### src/rtl/hazard_unit.sv
// Pipeline hazard control: forwarding selects, stall/flush generation and
// a multiply/divide freeze sequencer for the five-stage core.
module hazard_unit #(
  parameter int REGW      = 5,
  parameter int MD_CYCLES = 4
) (
  input  logic            clk,
  input  logic            reset,
  input  logic [REGW-1:0] rsD,
  input  logic [REGW-1:0] rtD,
  input  logic            branchD,
  input  logic            pcsrcD,
  input  logic [REGW-1:0] rsE,
  input  logic [REGW-1:0] rtE,
  input  logic [REGW-1:0] writeregE,
  input  logic            regwriteE,
  input  logic            memtoregE,
  input  logic            multdivE,
  input  logic [REGW-1:0] writeregM,
  input  logic            regwriteM,
  input  logic            memtoregM,
  input  logic [REGW-1:0] writeregW,
  input  logic            regwriteW,
  output logic [1:0]      forwardAE,
  output logic [1:0]      forwardBE,
  output logic            forwardAD,
  output logic            forwardBD,
  output logic            stallF,
  output logic            stallD,
  output logic            stallE,
  output logic            flushD,
  output logic            flushE,
  output logic            flushM,
  output logic            mdbusy
);

  localparam int CW = (MD_CYCLES > 2) ? $clog2(MD_CYCLES) : 1;

  localparam logic [1:0] IDLE = 2'd0;
  localparam logic [1:0] RUN  = 2'd1;
  localparam logic [1:0] DONE = 2'd2;

  logic [1:0]    state_q, state_d;
  logic [CW-1:0] cnt_q, cnt_d;
  logic          lwstall, branchstall, mdstall, stall;

  // Register 0 is hardwired, so it never matches a producer.
  function automatic logic hit(
    input logic [REGW-1:0] a,
    input logic [REGW-1:0] b
  );
    return (a != '0) && (a == b);
  endfunction

  always_comb begin
    state_d = state_q;
    cnt_d   = cnt_q;
    mdbusy  = 1'b0;
    unique case (state_q)
      IDLE: begin
        mdbusy = multdivE;
        if (multdivE) begin
          cnt_d   = CW'(MD_CYCLES - 1);
          state_d = RUN;
        end
      end
      RUN: begin
        mdbusy = 1'b1;
        cnt_d  = cnt_q - 1'b1;
        if (cnt_q == CW'(1)) state_d = DONE;
      end
      DONE: state_d = IDLE;
      default: state_d = IDLE;
    endcase
  end

  always_ff @(posedge clk or posedge reset) begin
    if (reset) begin
      state_q <= IDLE;
      cnt_q   <= '0;
    end else begin
      state_q <= state_d;
      cnt_q   <= cnt_d;
    end
  end

  always_comb begin
    forwardAE = 2'b00;
    if (regwriteM && hit(rsE, writeregM))      forwardAE = 2'b10;
    else if (regwriteW && hit(rsE, writeregW)) forwardAE = 2'b01;
    forwardBE = 2'b00;
    if (regwriteM && hit(rtE, writeregM))      forwardBE = 2'b10;
    else if (regwriteW && hit(rtE, writeregW)) forwardBE = 2'b01;
  end

  assign forwardAD = regwriteM && hit(rsD, writeregM);
  assign forwardBD = regwriteM && hit(rtD, writeregM);

  assign lwstall = memtoregE &&
                   (hit(rsD, writeregE) || hit(rtD, writeregE));
  assign branchstall = branchD && (
    (regwriteE && (hit(rsD, writeregE) || hit(rtD, writeregE))) ||
    (memtoregM && (hit(rsD, writeregM) || hit(rtD, writeregM))));

  assign mdstall = mdbusy;
  assign stall   = lwstall | branchstall | mdstall;

  // Execute only takes a bubble when it is not itself frozen.
  assign stallF = stall;
  assign stallD = stall;
  assign stallE = mdstall;
  assign flushE = (lwstall | branchstall) & ~mdstall;
  assign flushM = mdstall;
  assign flushD = pcsrcD & ~stall;

endmodule

### config.mk
export PLATFORM = sky130hd
export DESIGN_NAME = hazard_unit
export DESIGN_NICKNAME = d
export VERILOG_FILES = /design/src/rtl/hazard_unit.sv
export SDC_FILE = /design/constraint.sdc
export NUM_CORES = 1
export LEC_CHECK = 0
export CORE_UTILIZATION = 30
export DETAILED_ROUTE_END_ITERATION = 6
export PLACE_DENSITY = 0.73
export SYNTH_ARGS = -nofsm -noshare
export SYNTH_HDL_FRONTEND = slang
export SYNTH_SLANG_ARGS = --single-unit
### constraint.sdc
create_clock -name clk -period 1.8 [get_ports clk]
set_input_delay 0.36 -clock clk [delete_from_list [all_inputs] [get_ports clk]]
set_output_delay 0.36 -clock clk [all_outputs]
set_load 0.01 [all_outputs]
==> impl_metrics.json, run 1 <==
{
  "grt_antenna_before_repair": 0,
  "endpoint_kind": "output pin",
  "stdcell_count": 226,
  "synth_flop_cell": "dfrtp_1",
  "synth_cell_types": 26,
  "p_sw_share_pct": 39.72,
  "async_flop_share_pct": 100.0,
  "via_per_inst": 4.770,
  "clock_skew_ns": 0.004354,
  "top_level_ports": 58,
  "synth_most_common_cell": "xnor2_1",
  "die_height_um": 52.73,
  "seq_area_frac_synth_pct": 12.97,
  "wl_per_cell_um": 14.93,
  "fin_ws_ns": -0.3201,
  "grt_use_total_pct": 25.12,
  "clockPowerShare_pct": 11.1,
  "crit_path_max_fanout": 3,
  "p_leak_nw": 0.8273,
  "fin_nets": 244,
  "syn_area_um2": 772.0,
  "syn-num-nets": 142,
  "power_w": 0.0009728,
  "p_int_w": 0.0005864,
  "grt_pass1_vias": 1158,
  "rsz0062_at_grt": "yes",
  "crit_top_cell": "buf_6",
  "yosys-top-cells-count": "xnor2_1 (28), xor2_1 (12), nor4_1 (7), nor2_1 (6), nand3_1 (5)",
  "placed_cells": 210,
  "ys_seq_elements": 4,
  "io_buffers": 57,
  "cts_tree": "built",
  "worstSetupPathType": "in -> out",
  "cts_root_buf": "clkbuf_4",
  "violations": "negative setup slack",
  "drtPass1Iterations": 4,
  "combinationalPowerShare_pct": 72.7,
  "slew_headroom_pct": 81.66,
  "crit_required_ns": 1.44,
  "drt-total-wl_mm": 3.374,
  "synth_area_leaders": "xnor2_1 (32%), xor2_1 (14%), dfrtp_1 (13%)",
  "crit_path_max_incr_delay_ns": 0.54,
  "seqPwrFrac_pct": 16.2,
  "netlist_instances": 96,
  "arrival_ns": 1.76,
  "worstPathCellList": "buf_6, or4_4, nor2_4, nor4_4, o211ai_2, buf_4, nand3_4, buf_6",
  "drc": 0,
  "hold_viol_final": 0,
  "htreeDepth": 1,
  "antenna_cells": 0,
  "die_x_um": 52.73,
  "via_count": 1078,
  "dp_hpwl_mm": 2.367,
  "status": "finished with violations",
  "hp-class": "in -> async",
  "drt_iter0_drc": 9,
  "synth.top_cell.area_share_pct": 31.77,
  "critPathSlowestCell": "or4_4",
  "fin_crit_sh_pct": 117.8,
  "grt_pass1_wl_mm": 5.043,
  "syn_avg_cell_area_um2": 8.042,
  "cap_violations": 0,
  "die_area_um2": 2780,
  "cts_buffers": 3,
  "yosys.area.top_type": "xnor2_1",
  "tightest_slew_ns": 0.2741,
  "clock_sinks": 4,
  "clk_latency_ns": 0.23,
  "cts.clk_slew.worst_paths_ns": 0.04,
  "period_minus_slack_ns": 2.120,
  "ir_worst_vdd_v": 0.001024,
  "ant_nets": 0,
  "maxSlewViolCount": 0,
  "syn2layout_area_growth_pct": 143.9,
  "coreArea_um2": 2455,
  "finalSetupViolations": 10,
  "grt_max_degree": 5,
  "power.switching_w": 0.0003864,
  "grt.overflow.total": 0,
  "cts_buffer_depth": 2,
  "initial_core_util_pct": 31.45,
  "place_congestion": 0.7901,
  "fmax_ghz": 0.4717,
  "ys_warn_count": 0,
  "powerDensity_nw_per_um2": 516.6,
  "cp-start-kind": "primary input",
  "fillers": 189,
  "rows": 18,
  "final_layout_size_suffix_gt1_share_pct": 58.16,
  "synth_enable_flop_cells": 0
}
==> layer usage <==
layer  GRT usage (%)  share of wire (%)  up-vias
li1                -                  -      536
met1           24.01                 38      495
met2           52.95                 56       45
met3           2.319                5.7        2
met4           9.211               0.47        0
met5               0                  0        -
==> critical path: cells and delay by family <==
| kind | cells | cell delay [ns] |
|---|---|---|
| compound gates | 1 | 0.18 |
| simple gates | 4 | 0.84 |
| buf+inv | 3 | 0.38 |
==> timing repair <==
item	CTS	global route
setup endpoints to repair	13	13
resized for setup	194	18
hold buffers	0	0
pin swaps	31	19
buffers inserted	14	3
==> worst paths after layout <==
kind,start,end,slack [ns],depth (start not counted)
hold / removal,reset,state_q[0],0.33,2
setup / recovery,rtD[1],stallD,-0.32,8
hold reg to reg,cnt_q[0],cnt_q[0],0.51,1
max in group asynchronous,reset,cnt_q[0],1.30,2
setup reg to reg,state_q[1],cnt_q[1],0.77,3
min in group clk,cnt_q[0],cnt_q[0],0.51,1
==> area by class of cell <==
type                       instances  area [um2]  area share, %
inverter                           4       15.01         0.7973
timing repair buffer             101       859.6          45.65
sequential                         4       100.1          5.316
clock buffer                       3       22.52          1.196
tap                               30       37.54          1.993
multi-input combinational         84       848.3          45.05
==> registers in the layout (all words and copies together), names as in the netlist <==
signal,cells
cnt_q,2
state_q,2
==> cells by family after synthesis <==
family / after synthesis / share of synthesized area, %
simple gates: 36 / 28.36
compound gates: 7 / 6.320
xor+xnor: 40 / 45.38
fa+ha+maj: 1 / 1.620
buf+inv: 8 / 5.347
flops: 4 / 12.97
==> power groups by stage <==
stage / registers, W / clock network [W] / logic, W
after floorplan: 0.000152 / 0 / 0.000315
after global placement: 0.000152 / 0 / 0.000618
after detailed placement: 0.000156 / 0 / 0.000642
after CTS: 0.000157 / 0.000113 / 0.000698
after global routing: 0.000159 / 0.000120 / 0.000764
final: 0.000158 / 0.000108 / 0.000707
==> cell usage in the layout, fill, tap and decap left out, types with 3 or more instances in the layout <==
cell / Yosys / routed
buf_4: 3 / 35
clkbuf_4: 0 / 3
nand2_1: 3 / 3
xnor2_2: 0 / 7
dlygate4sd2_1: 0 / 5
nor2_1: 6 / 3
nand3_1: 5 / 4
clkdlybuf4s15_2: 0 / 3
buf_2: 0 / 16
xnor2_1: 28 / 21
dfrtp_1: 4 / 4
clkdlybuf4s50_1: 0 / 13
inv_1: 3 / 3
buf_6: 0 / 23
nand4_1: 4 / 4
nor2_4: 1 / 4
or4_4: 1 / 4
nor4_4: 0 / 7
clkbuf_2: 0 / 3
xor2_1: 12 / 11
==> through the flow <==
stage	hold slack (ns)	TNS [ns]	area, um2	utilization [%]	setup slack [ns]
finish	0.3344	-1.979	1883	76.71	-0.3201
global route	0.3573	-2.471	1883	76.71	-0.3771
CTS	0.3395	-2.121	1826	74.36	-0.3407
detailed placement	0.4794	-10.67	1609	65.55	-1.086
global placement	0.4664	-10.20	1609	65.55	-1.047
floorplan	0.1261	-0.1293	794.5	-	-0.08668
Power figures use the tool's default switching activity.
==> run 2, diff against run 1 <==
--- a/config.mk
+++ b/config.mk
@@ -8,6 +8,7 @@
 export CORE_UTILIZATION = 30
 export DETAILED_ROUTE_END_ITERATION = 6
 export PLACE_DENSITY = 0.73
+export SLEW_MARGIN = 20
 export SYNTH_ARGS = -nofsm -noshare
 export SYNTH_HDL_FRONTEND = slang
 export SYNTH_SLANG_ARGS = --single-unit
==> constraint.sdc (replaced) <==
create_clock -name clk -period 1.9 [get_ports clk]
set_input_delay 0.38 -clock clk [delete_from_list [all_inputs] [get_ports clk]]
set_output_delay 0.38 -clock clk [all_outputs]
set_load 0.01 [all_outputs]
==> run 2 against run 1 <==
Compared with the run above:
- the run still ends with negative setup slack left
- sequential cell count is the same
- register-to-register slack gained 0.11 ns
- non-clock buffer count shrank 10
- hold slack gained 0.0071 ns
- die area is the same
- clock skew shrank 0.00068 ns
- routed wire length shrank 16%
- clock-buffer cell count is the same
- first-iteration DRC count shrank 56%
- global-route usage shrank 3.1 points
- setup slack gained 0.078 ns
==> impl_metrics.json, run 2 (synthesis gave the netlist of run 1 again) <==
{
  "violations": "negative setup slack",
  "grt_use_total_pct": 22.07,
  "worstSetupPathType": "in -> out",
  "ff2ff_path_depth": 4,
  "rows": 18,
  "p_leak_nw": 0.7601,
  "reg2reg_slack_ns": 0.88,
  "finalSetupViolations": 6,
  "grt_antenna_before_repair": 0,
  "antenna_cells": 0,
  "die_x_um": 52.73,
  "initial_core_util_pct": 31.45,
  "status": "finished with violations",
  "place_congestion": 0.7659,
  "cp-start-kind": "primary input",
  "hold_ws_ns": 0.3416,
  "placed_area_um2": 1589,
  "cts_tree": "built",
  "layout_commonest_cell": "buf_4",
  "r2r-end": "cnt_q[1]",
  "clock_sinks": 4,
  "dp_hpwl_mm": 2.248,
  "coreArea_um2": 2455,
  "regArea_um2": 100.1,
  "slew_headroom_pct": 81.12,
  "top_regs": "cnt_q x2, state_q x2",
  "ant_nets": 0,
  "ir_worst_vdd_v": 0.0009734,
  "rsz0062_at_grt": "yes",
  "wl_per_cell_um": 13.07,
  "endpoint_kind": "output pin",
  "cts_buffer_depth": 2,
  "drtPass1Iterations": 4,
  "grt.overflow.total": 0,
  "cts.clk_slew.worst_paths_ns": 0.04,
  "power_w": 0.0008784,
  "drt-total-wl_mm": 2.824,
  "drc": 0,
  "htreeDepth": 1,
  "top_level_ports": 58,
  "grt_max_degree": 5,
  "cap_violations": 0,
  "r2r_start": "state_q[0]",
  "period_minus_slack_ns": 2.142,
  "design_area_um2": 1754,
  "fin_crit_sh_pct": 112.8,
  "fmax_ghz": 0.4668,
  "clk_latency_ns": 0.23,
  "io_buffers": 57,
  "via_count": 1011,
  "crit_path_max_fanout": 3,
  "die_height_um": 52.73,
  "final_layout_size_suffix_gt1_share_pct": 52.69,
  "fin_nets": 234,
  "hold_viol_final": 0,
  "grt_pass1_wl_mm": 4.540,
  "tightest_slew_ns": 0.2809,
  "crit_required_ns": 1.52,
  "via_per_inst": 4.681,
  "layout_common_cells": "buf_4 (31), xnor2_1 (22), buf_2 (17), buf_6 (15), clkdlybuf4s50_1 (13)",
  "die_area_um2": 2780,
  "clock_skew_ns": 0.003673,
  "drt_iter0_drc": 4,
  "crit_path_start": "rsD[3]",
  "hp-class": "in -> async",
  "maxSlewViolCount": 0,
  "fillers": 197,
  "cts_root_buf": "clkbuf_4",
  "syn2layout_area_growth_pct": 127.2,
  "multi_input_area_um2": 819.5,
  "arrival_ns": 1.76,
  "ctsHoldBuffers": 0,
  "grt_pass1_vias": 1094,
  "fin_ws_ns": -0.2423,
  "powerDensity_nw_per_um2": 500.7,
  "cts_buffers": 3
}
==> run 2: stage by stage <==
stage / utilization, % / TNS, ns / setup WS, ns / std cells
3_3_place_gp: 64.73 / -9.655 / -0.9954 / 208
4_1_cts: 69.37 / -1.355 / -0.2614 / 215
2_1_floorplan: - / -0.02736 / -0.02736 / 96
5_1_grt: 71.46 / -1.542 / -0.2898 / 216
3_5_place_dp: 64.73 / -9.954 / -1.024 / 208
6_report: 71.46 / -1.169 / -0.2423 / 216
==> run 2: what timing repair did <==
action	in CTS	in global routing
endpoints found under the setup margin	13	11
buffers inserted	5	1
resized for setup	176	16
gates cloned	0	0
pin swaps	27	19
hold endpoints to repair	0	0
==> run 2: worst max-delay path by stage <==
stage,end,slack [ns],cells past startpoint
floorplan,stallF,-0.03,6
detailed placement,flushE,-1.02,7
global placement,flushE,-1.0,7
finish,stallD,-0.24,8
global route,stallD,-0.29,9
CTS,stallD,-0.26,9
==> run 2: worst max-delay path, cell delays in order <==
cell and delay [ns]:
buf_6 0.09, or4_4 0.54, nor2_4 0.16, nor4_4 0.07, o211ai_2 0.18, buf_4 0.15, nand3_4 0.07, buf_6 0.12
==> run 2: cell type report <==
| cell class | count | share of cell area [%] |
|---|---|---|
| clock buffers | 3 | 1.284 |
| inverters | 4 | 0.8559 |
| multi-input cells | 84 | 46.72 |
| flip-flops and latches | 4 | 5.706 |
| well taps | 30 | 2.140 |
| repair buffers | 91 | 43.30 |
==> run 2: routing by layer <==
| layer | vias to the layer above | share of wire [%] | GRT usage (%) |
|---|---|---|---|
| met5 | - | 0 | 0 |
| met4 | 0 | 0 | 3.947 |
| met3 | 0 | 5.8 | 1.739 |
| met2 | 40 | 56 | 44.94 |
| met1 | 462 | 38 | 24.19 |
| li1 | 509 | - | - |
==> run 2: power by group <==
| group | switching [W] | internal [W] | total (W) |
|---|---|---|---|
| Clock | 0.0000289 | 0.0000702 | 0.0000992 |
| Sequential | 0.0000243 | 0.000127 | 0.000151 |
| Combinational | 0.000289 | 0.000339 | 0.000628 |
==> run 3, diff against run 2 <==
--- a/config.mk
+++ b/config.mk
@@ -5,9 +5,9 @@
 export SDC_FILE = /design/constraint.sdc
 export NUM_CORES = 1
 export LEC_CHECK = 0
-export CORE_UTILIZATION = 30
+export CORE_UTILIZATION = 34
 export DETAILED_ROUTE_END_ITERATION = 6
-export PLACE_DENSITY = 0.73
+export PLACE_DENSITY = 0.79
 export SLEW_MARGIN = 20
 export SYNTH_ARGS = -nofsm -noshare
 export SYNTH_HDL_FRONTEND = slang
==> constraint.sdc (replaced) <==
create_clock -name clk -period 2 [get_ports clk]
set_input_delay 0.4 -clock clk [delete_from_list [all_inputs] [get_ports clk]]
set_output_delay 0.4 -clock clk [all_outputs]
set_load 0.01 [all_outputs]
==> run 3 against run 2 <==
Compared with the run above:
- the flow still finishes with violations (negative setup slack)
- cell area fell by 2.0%
- non-clock buffer count fell by 1
- global-route usage rose by 6.0 points
- core utilization rose by 13 points
- hold slack improved by 0.016 ns
- largest power group unchanged
- highest routed layer is now met4
- sequential cell count did not move
- clock-buffer cell count did not move
- sequential share of layout area rose by 0.12 points
- register-to-register slack improved by 0.06 ns
- total power fell by 5.6%
- die area fell by 11%
==> impl_metrics.json, run 3 (synthesis gave the netlist of run 1 again) <==
{
  "status": "finished with violations",
  "violations": "negative setup slack",
  "cts_buffers": 3,
  "die_height_um": 49.65,
  "cts_root_buf": "clkbuf_4",
  "clk_latency_ns": 0.24,
  "postLayoutCoreUtil_pct": 84.19,
  "grt_pass1_wl_mm": 5.168,
  "cap_violations": 0,
  "arrival_ns": 1.80,
  "dp_hpwl_mm": 2.721,
  "top_level_ports": 58,
  "drt_iter0_drc": 17,
  "r2r-end": "state_q[0]",
  "io_buffers": 57,
  "fmax_ghz": 0.4542,
  "reg2reg_slack_ns": 0.94,
  "syn2layout_area_growth_pct": 122.7,
  "crit_path_start": "rtD[3]",
  "htreeDepth": 1,
  "p_leak_nw": 0.7575,
  "endpoint_kind": "output pin",
  "antenna_cells": 0,
  "fin_nets": 233,
  "drc": 0,
  "final_layout_size_suffix_gt1_share_pct": 49.73,
  "grt_max_degree": 5,
  "die_area_um2": 2465,
  "initial_core_util_pct": 37.81,
  "fin_ws_ns": -0.2018,
  "clock_sinks": 4,
  "crit_path_max_fanout": 2,
  "tightest_slew_ns": 0.3046,
  "place_congestion": 1.006,
  "top_regs": "cnt_q x2, state_q x2",
  "cts.clk_slew.worst_paths_ns": 0.04,
  "layout_commonest_cell": "buf_4",
  "multi_input_area_um2": 787.0,
  "grt_pass1_vias": 1115,
  "rows": 16,
  "fillers": 129,
  "layout_common_cells": "buf_4 (30), xnor2_1 (25), buf_2 (14), dlygate4sd2_1 (13), buf_6 (12)",
  "slew_headroom_pct": 79.52,
  "grt.overflow.total": 0,
  "crit_required_ns": 1.60,
  "cts_buffer_depth": 2,
  "clock_skew_ns": 0.004973,
  "cts_tree": "built",
  "hp-class": "in -> async",
  "coreArea_um2": 2042,
  "setup.worst_path.end": "stallD",
  "ant_nets": 0,
  "die_x_um": 49.65,
  "drtPass1Iterations": 4,
  "ir_worst_vdd_v": 0.0008006,
  "ff2ff_path_depth": 4,
  "grt_use_total_pct": 28.02,
  "via_per_inst": 4.915,
  "via_count": 1042,
  "cp-start-kind": "primary input",
  "rsz0062_at_grt": "yes",
  "fin_crit_sh_pct": 110.1,
  "period_minus_slack_ns": 2.202,
  "wl_per_cell_um": 16.00,
  "regArea_um2": 100.1,
  "drt-total-wl_mm": 3.392,
  "power_w": 0.0008291,
  "r2r_start": "state_q[0]",
  "maxSlewViolCount": 0,
  "grt_antenna_before_repair": 0,
  "hold_viol_final": 0,
  "worstSetupPathType": "in -> out",
  "powerDensity_nw_per_um2": 482.3,
  "finalSetupViolations": 6
}
-- run 3: changes by cell type in the layout (fill, tap and decap cells not counted), sizes merged --
| cell | before | now |
|---|---|---|
| dlymetal6s2s | 0 | 2 |
| buf | 64 | 57 |
| clkdlybuf4s15 | 5 | 7 |
| clkbuf | 4 | 5 |
| clkdlybuf4s50 | 13 | 9 |
| dlygate4sd2 | 8 | 13 |
-- run 3: final cells by class --
type	instances	area share, %
clock buffers	3	1.310
inverters	4	0.8734
multi-input cells	84	45.78
flip-flops and latches	4	5.822
well taps	27	1.965
repair buffers	90	44.25
-- run 3: worst min path at each step --
stage | startpoint | end | slack (ns) | cells after the start
after floorplan | reset | cnt_q[0] | 0.17 | 1
after global placement | state_q[0] | state_q[0] | 0.46 | 1
after detailed placement | cnt_q[0] | cnt_q[0] | 0.47 | 1
after CTS | reset | cnt_q[0] | 0.36 | 2
after global routing | reset | cnt_q[0] | 0.39 | 2
final | reset | cnt_q[0] | 0.36 | 2
-- run 3: where the power goes --
part | leakage, nW | internal (W) | total, W | switching [W]
Clock | 0.0138 | 0.0000671 | 0.000100 | 0.0000331
Combinational | 0.697 | 0.000311 | 0.000587 | 0.000276
Sequential | 0.0469 | 0.000121 | 0.000142 | 0.0000217
Total | 0.757 | 0.000499 | 0.000829 | 0.000330
-- run 3: what timing repair did --
action / CTS / global route
endpoints found under the setup margin: 13 / 9
hold buffers: 0 / 0
buffers inserted: 1 / 4
gates resized for setup: 155 / 22
pin swaps: 21 / 19
-- run 3: layer usage --
metal / routed length [um] / GRT usage (%) / up-vias
met2: 1839 / 52.03 / 23
met4: 68 / 10.00 / 0
met3: 59 / 0.3086 / 6
met1: 1425 / 34.14 / 500
li1: - / - / 513
met5: 0 / 0 / -
-- run 3: critical path, cell delays in order --
cell and delay (ns):
buf_6 0.09, or4_4 0.54, nor2_4 0.12, buf_6 0.11
nor4_4 0.04, o21ai_2 0.16, buf_6 0.13, nand3_4 0.08
buf_6 0.13
-- run 3: per-stage QoR --
step           cells  setup WS (ns)  hold slack [ns]  cell area (um2)  setup TNS (ns)
2_1_floorplan     96        0.01670           0.1661            777.0               0
6_report         212        -0.2018           0.3573             1719         -0.8856
3_5_place_dp     205        -0.9828           0.4717             1573          -9.009
4_1_cts          208        -0.2140           0.3575             1613         -0.8655
3_3_place_gp     205        -0.9387           0.4550             1573          -8.381
5_1_grt          212        -0.2552           0.3936             1719          -1.239
